## src/rtl/clock_100_pkg.sv

```systemverilog
// Shared constants and helpers for the clock_100 generator family.
package clock_100_pkg;

  localparam int HALF_PERIOD_DEF = 50;
  localparam int CNT_W_DEF       = 16;

  // Half-period counter width; a one-cycle half period still needs one bit.
  function automatic int hc_width(input int half_period);
    return (half_period <= 2) ? 1 : $clog2(half_period);
  endfunction

endpackage

```

## src/rtl/clock_100_en_sync.sv

```systemverilog
// Two-flop synchronizer for the run enable of clock_100_gen.
module clock_100_en_sync
  import clock_100_pkg::*;
(
  input  logic Clk,
  input  logic Reset_n,
  input  logic En_Async,
  output logic En_Sync
);

  logic en_p0;
  logic en_p1;

  // Stage 0 -> stage 1: metastability settling
  always_ff @(posedge Clk or negedge Reset_n) begin
    if (!Reset_n) begin
      en_p0 <= 1'b0;
      en_p1 <= 1'b0;
    end else begin
      en_p0 <= En_Async;
      en_p1 <= en_p0;
    end
  end

  assign En_Sync = en_p1;

endmodule

```

## src/rtl/clock_100_gen.sv

```systemverilog
// Divides Clk to a 50%-duty Clk_Out with edge strobes and a rise counter.
// Define CLOCK_100_GEN_EN_SYNC_EN to pass En through a two-flop synchronizer.
module clock_100_gen
  import clock_100_pkg::*;
#(
  parameter int HALF_PERIOD = HALF_PERIOD_DEF,
  parameter int CNT_W       = CNT_W_DEF
) (
  input  logic             Clk,
  input  logic             Reset_n,
  input  logic             En,
  output logic             Clk_Out,
  output logic             Rise_Pulse,
  output logic             Fall_Pulse,
  output logic [CNT_W-1:0] Cycle_Count
);

  localparam int              HC_W    = hc_width(HALF_PERIOD);
  localparam logic [HC_W-1:0] HC_LAST = HC_W'(HALF_PERIOD - 1);

  logic            en_p0;
  logic [HC_W-1:0] hc;
  logic            terminal;

`ifdef CLOCK_100_GEN_EN_SYNC_EN
  clock_100_en_sync u_en_sync (
    .Clk      (Clk),
    .Reset_n  (Reset_n),
    .En_Async (En),
    .En_Sync  (en_p0)
  );
`else
  assign en_p0 = En;
`endif

  assign terminal = (hc == HC_LAST);

  // Stage 0 -> outputs: pulses are registered with the new Clk_Out level
  always_ff @(posedge Clk or negedge Reset_n) begin
    if (!Reset_n) begin
      hc          <= '0;
      Clk_Out     <= 1'b0;
      Rise_Pulse  <= 1'b0;
      Fall_Pulse  <= 1'b0;
      Cycle_Count <= '0;
    end else begin
      Rise_Pulse <= 1'b0;
      Fall_Pulse <= 1'b0;
      if (en_p0) begin
        if (terminal) begin
          hc         <= '0;
          Clk_Out    <= ~Clk_Out;
          Rise_Pulse <= ~Clk_Out;
          Fall_Pulse <= Clk_Out;
          if (!Clk_Out) begin
            Cycle_Count <= Cycle_Count + CNT_W'(1);
          end
        end else begin
          hc <= hc + HC_W'(1);
        end
      end
    end
  end

endmodule

```

## config.mk

```make
export PLATFORM = sky130hd
export DESIGN_NAME = clock_100_gen
export DESIGN_NICKNAME = d
export VERILOG_FILES = /design/src/rtl/clock_100_pkg.sv /design/src/rtl/clock_100_en_sync.sv /design/src/rtl/clock_100_gen.sv
export SDC_FILE = /design/constraint.sdc
export NUM_CORES = 1
export LEC_CHECK = 0
export BUFFER_PORTS_ARGS = -buffer_cell sky130_fd_sc_hd__clkbuf_2
export CORE_MARGIN = 8
export CORE_UTILIZATION = 30
export CTS_CLUSTER_DIAMETER = 80
export DETAILED_ROUTE_END_ITERATION = 16
export GPL_ROUTABILITY_DRIVEN = 1
export PLACE_DENSITY = 0.48
export SYNTH_ARGS = -nofsm -noshare
export SYNTH_HDL_FRONTEND = slang
export SYNTH_HIERARCHICAL = 1
export SYNTH_SLANG_ARGS = --single-unit
export TNS_END_PERCENT = 1
```

## constraint.sdc

```tcl
create_clock -name Clk -period 1.45 [get_ports Clk]
set_input_delay 0.0725 -clock Clk [delete_from_list [all_inputs] [get_ports Clk]]
set_output_delay 0.0725 -clock Clk [all_outputs]
set_load 0.1 [all_outputs]
```

==> reports/qor_table.md <==
| Metric | Value |
|---|---|
| Outcome | finished, violations left |
| Failing checks | setup timing |
| Launching point of the worst reg2reg path | hc[1]$_DFFE_PN0P_ |
| Post-Layout Cell Count | 182 |
| Fraction of layout instances using a drive strength above 1 | 0.477 |
| Total gr overflow | 0 |
| Detail-routed via count per cell | 4.65 |
| Peak Freq | 662 MHz |
| Number of placement rows | 23 |
| Pin count of the biggest net entering global routing | 26 |
| Total cell area at the placement stage | 0.00142 mm^2 |
| Weighted congestion at the end of routability-driven global placement | 0.741 |
| Clock tree from TritonCTS | done |
| TritonCTS buffer count | 3 |
| Vias in the first global route | 890 |
| Number of levels the H-tree was split into | 1 |
| Detailed-route DRC error count | 0 |
| Logic depth of the worst path, buffers included | 6 |
| Initial core utilization | 0.303 |
| Type of destination of the critical path | register |
| Maximum clock insertion buffer count | 2 |
| Element type at the critical path start | register |
| Mean post-synth cell area | 12.0 um^2 |
| Detailed Place HPWL | 1.76 mm |
| Global-route wire length before repair | 4.28 mm |
| Sum of internal, switching and leakage power | 1640 uW |
| Area taken by flip-flops and latches | 659 um^2 |
| Cell leakage power | 0.000713 uW |
| Biggest fanout along the worst timing path | 5 |
| Worst supply voltage drop on vdd | 0.000708 V |
| Post-synthesis cell count | 99 |
| CORE AREA | 0.00391 mm^2 |
| Number of nets with antenna violations after routing | 0 |
| Clock Skew | 7.68 ps |
| Delay of the slowest cell on the worst path | 410 ps |
| Total number of vias | 846 |
| Chip width | 78.9 um |
| Antenna cells | 0 |
| Data arrival, critical path | 1670 ps |
| # Max-Cap Violations | 0 |
| CTS sink count | 25 |
| Number of cell instances on the worst register-to-register path | 6 |
| Setup Viol. Count Final | 10 |
| Launching element of the worst setup path | hc[1]$_DFFE_PN0P_ |
| Unrepaired setup endpoints after global routing | yes |
| Post-synthesis sequential element count | 25 |
| Required time of the worst setup path | 1610 ps |
| Tot GR Track Use | 0.0843 |
| Share of the core filled with cells | 0.388 |
| Cells along the critical path | inv_2 -> ha_4 -> and4bb_4 -> and4_4 -> nand4_1 -> xnor2_1 |
| Number of detailed-routing iterations run before antenna repair | 4 |
| Tcrit/Tclk final | 1.04 |
| Combined buffer and inverter count along the critical path | 1 |
| R2R Setup Slk | -60 ps |
| Area enclosed by the die boundary | 0.00622 mm^2 |
| Combined area of the multi-input logic cells | 559 um^2 |
| Clock root buffer | clkbuf_8 |
| End point of the worst hold path | hc[0]$_DFFE_PN0P_ |
| Antenna violations before repair | 0 |
| Top-Level Pins | 22 |
| Nets@finish | 139 |
| Final hold violation count | 0 |
| Worst Max-Slew Pin Slew | 642 ps |
| Post-layout min period | 1510 ps |
| Routed length per instance | 13.6 um |
| Relative slew margins | 0.572 |
| Slew Limit Fails | 0 |
| Synth Net Count | 105 |
| Placed Cells | 175 |
| Reg-to-Reg End | Cycle_Count[11]$_DFFE_PN0P_ |
| Clock transition time at the flip-flop clock pins of the worst setup and hold paths | 90 ps |
| YS warnings | 6 |
| Cell Area, Synth | 0.00119 mm^2 |
| Fin Setup TNS | -376 ps |
| Critical Setup Path Class | reg -> reg |
| Power per cell area | 1080 mW/mm^2 |
| Number of input and output port buffers inserted | 21 |
| Path class of the lowest-slack min-delay path | in -> reg |
| Fillcell total | 411 |
| Total Routed Length | 2.47 mm |
| Hold Startpoint | En |
| Library cells used by synthesis | 28 |
| CP max stage cell | dfrtp_1 |
| Skew-Pair Late Insertion Delay | 270 ps |
| Area grow syn2layout | 28.0% |
| Design area | 0.00152 mm^2 |
| Iteration-0 DRC count of the detailed router | 25 |
| Critical path's top delay family | simple AND/OR/NAND/NOR gates |
| Final worst slack | -60.8 ps |
| Die extent in y | 78.9 um |
| Proportion of synthesized chip area in sequential cells | 0.527 |
| Hold Path Cell Cnt | 2 |
-- power by group --
| part | internal [uW] | total, uW | switching (uW) |
|---|---|---|---|
| clock network | 192 | 411 | 219 |
| registers | 773 | 838 | 64.7 |
| logic | 185 | 393 | 207 |
| total | 1150 | 1640 | 491 |
-- worst max-delay path by stage --
stage | to | slack [ps]
finish | Cycle_Count[11]$_DFFE_PN0P_ | -60
detailed placement | Cycle_Count[14]$_DFFE_PN0P_ | -80
global placement | Cycle_Count[12]$_DFFE_PN0P_ | -20
CTS | Cycle_Count[11]$_DFFE_PN0P_ | -70
global route | Cycle_Count[13]$_DFFE_PN0P_ | -150
floorplan | Cycle_Count[14]$_DFFE_PN0P_ | -140
-- layout by cell type, fill, tap and decap left out, types with 3 or more instances in the layout --
cell type,count
nand2_1,6
nand4_1,8
dfrtp_4,6
dfrtp_1,10
clkbuf_8,3
clkbuf_2,21
nand3_1,6
xor2_1,6
and3_1,5
xnor2_1,11
dfrtp_2,9
buf_4,9
o21ai_0,3
-- Yosys cell counts, drive strengths merged --
cell	number	area (um^2)
nand3b	1	7.51
and2b	1	7.51
dfrtp	25	626
nor3b	1	12.5
o21ai	5	25.0
nor2b	1	6.26
nand3	6	30.0
and3	5	31.3
nand2	7	26.3
nor2	2	7.51
ha	3	37.5
inv	2	7.51
buf	2	20.0
xnor2	11	96.3
nor3	2	20.0
xor2	6	52.6
mux2	1	15.0
and4	3	28.8
o31ai	1	7.51
a32o	1	10.0
and3b	1	8.76
and2	2	15.0
nand4	9	71.3
and4bb	1	16.3
-- per-layer routing --
layer	vias to the layer above	track usage	share of wire
met2	14	0.137	0.48
li1	417	-	-
met1	413	0.104	0.47
met5	-	0	0
met3	2	0.0327	0.052
met4	0	0.0167	0.0041
-- metrics by stage --
stage	setup slack, ps	hold WS (ps)
final	-60.8	121
after global routing	-155	156
after CTS	-72.2	111
after detailed placement	-83.5	127
after global placement	-21.2	125
after floorplan	-142	-223
-- cell families after synthesis --
family | share of synthesized area
adders and majority gates | 0.0316
and+or+nand+nor | 0.244
AOI/OAI and AO/OA | 0.0359
DFF | 0.527
muxes | 0.0127
xor gates and xnor gates | 0.126
buffers and inverters | 0.0232
-- cell type report --
type | count | area share
well taps | 50 | 0.0412
repair buffers | 31 | 0.120
clock buffers | 3 | 0.0272
multi-input cells | 70 | 0.369
inverters | 2 | 0.00495
flip-flops and latches | 25 | 0.434
clock inverters | 1 | 0.00330
-- state kept, by name, indices dropped and copies added, names as in the netlist --
register	cells
hc	6
Clk_Out	1
Fall_Pulse	1
Rise_Pulse	1
Cycle_Count	16
-- repair_timing --
item                                   CTS  global route
hold buffers                             1             0
pin swaps                                7             4
buffers inserted                         0             2
resized for setup                        1             7
setup endpoints to repair               14            23
endpoints found under the hold margin   25             0
Note: power is estimated with default switching activity, not from simulation.
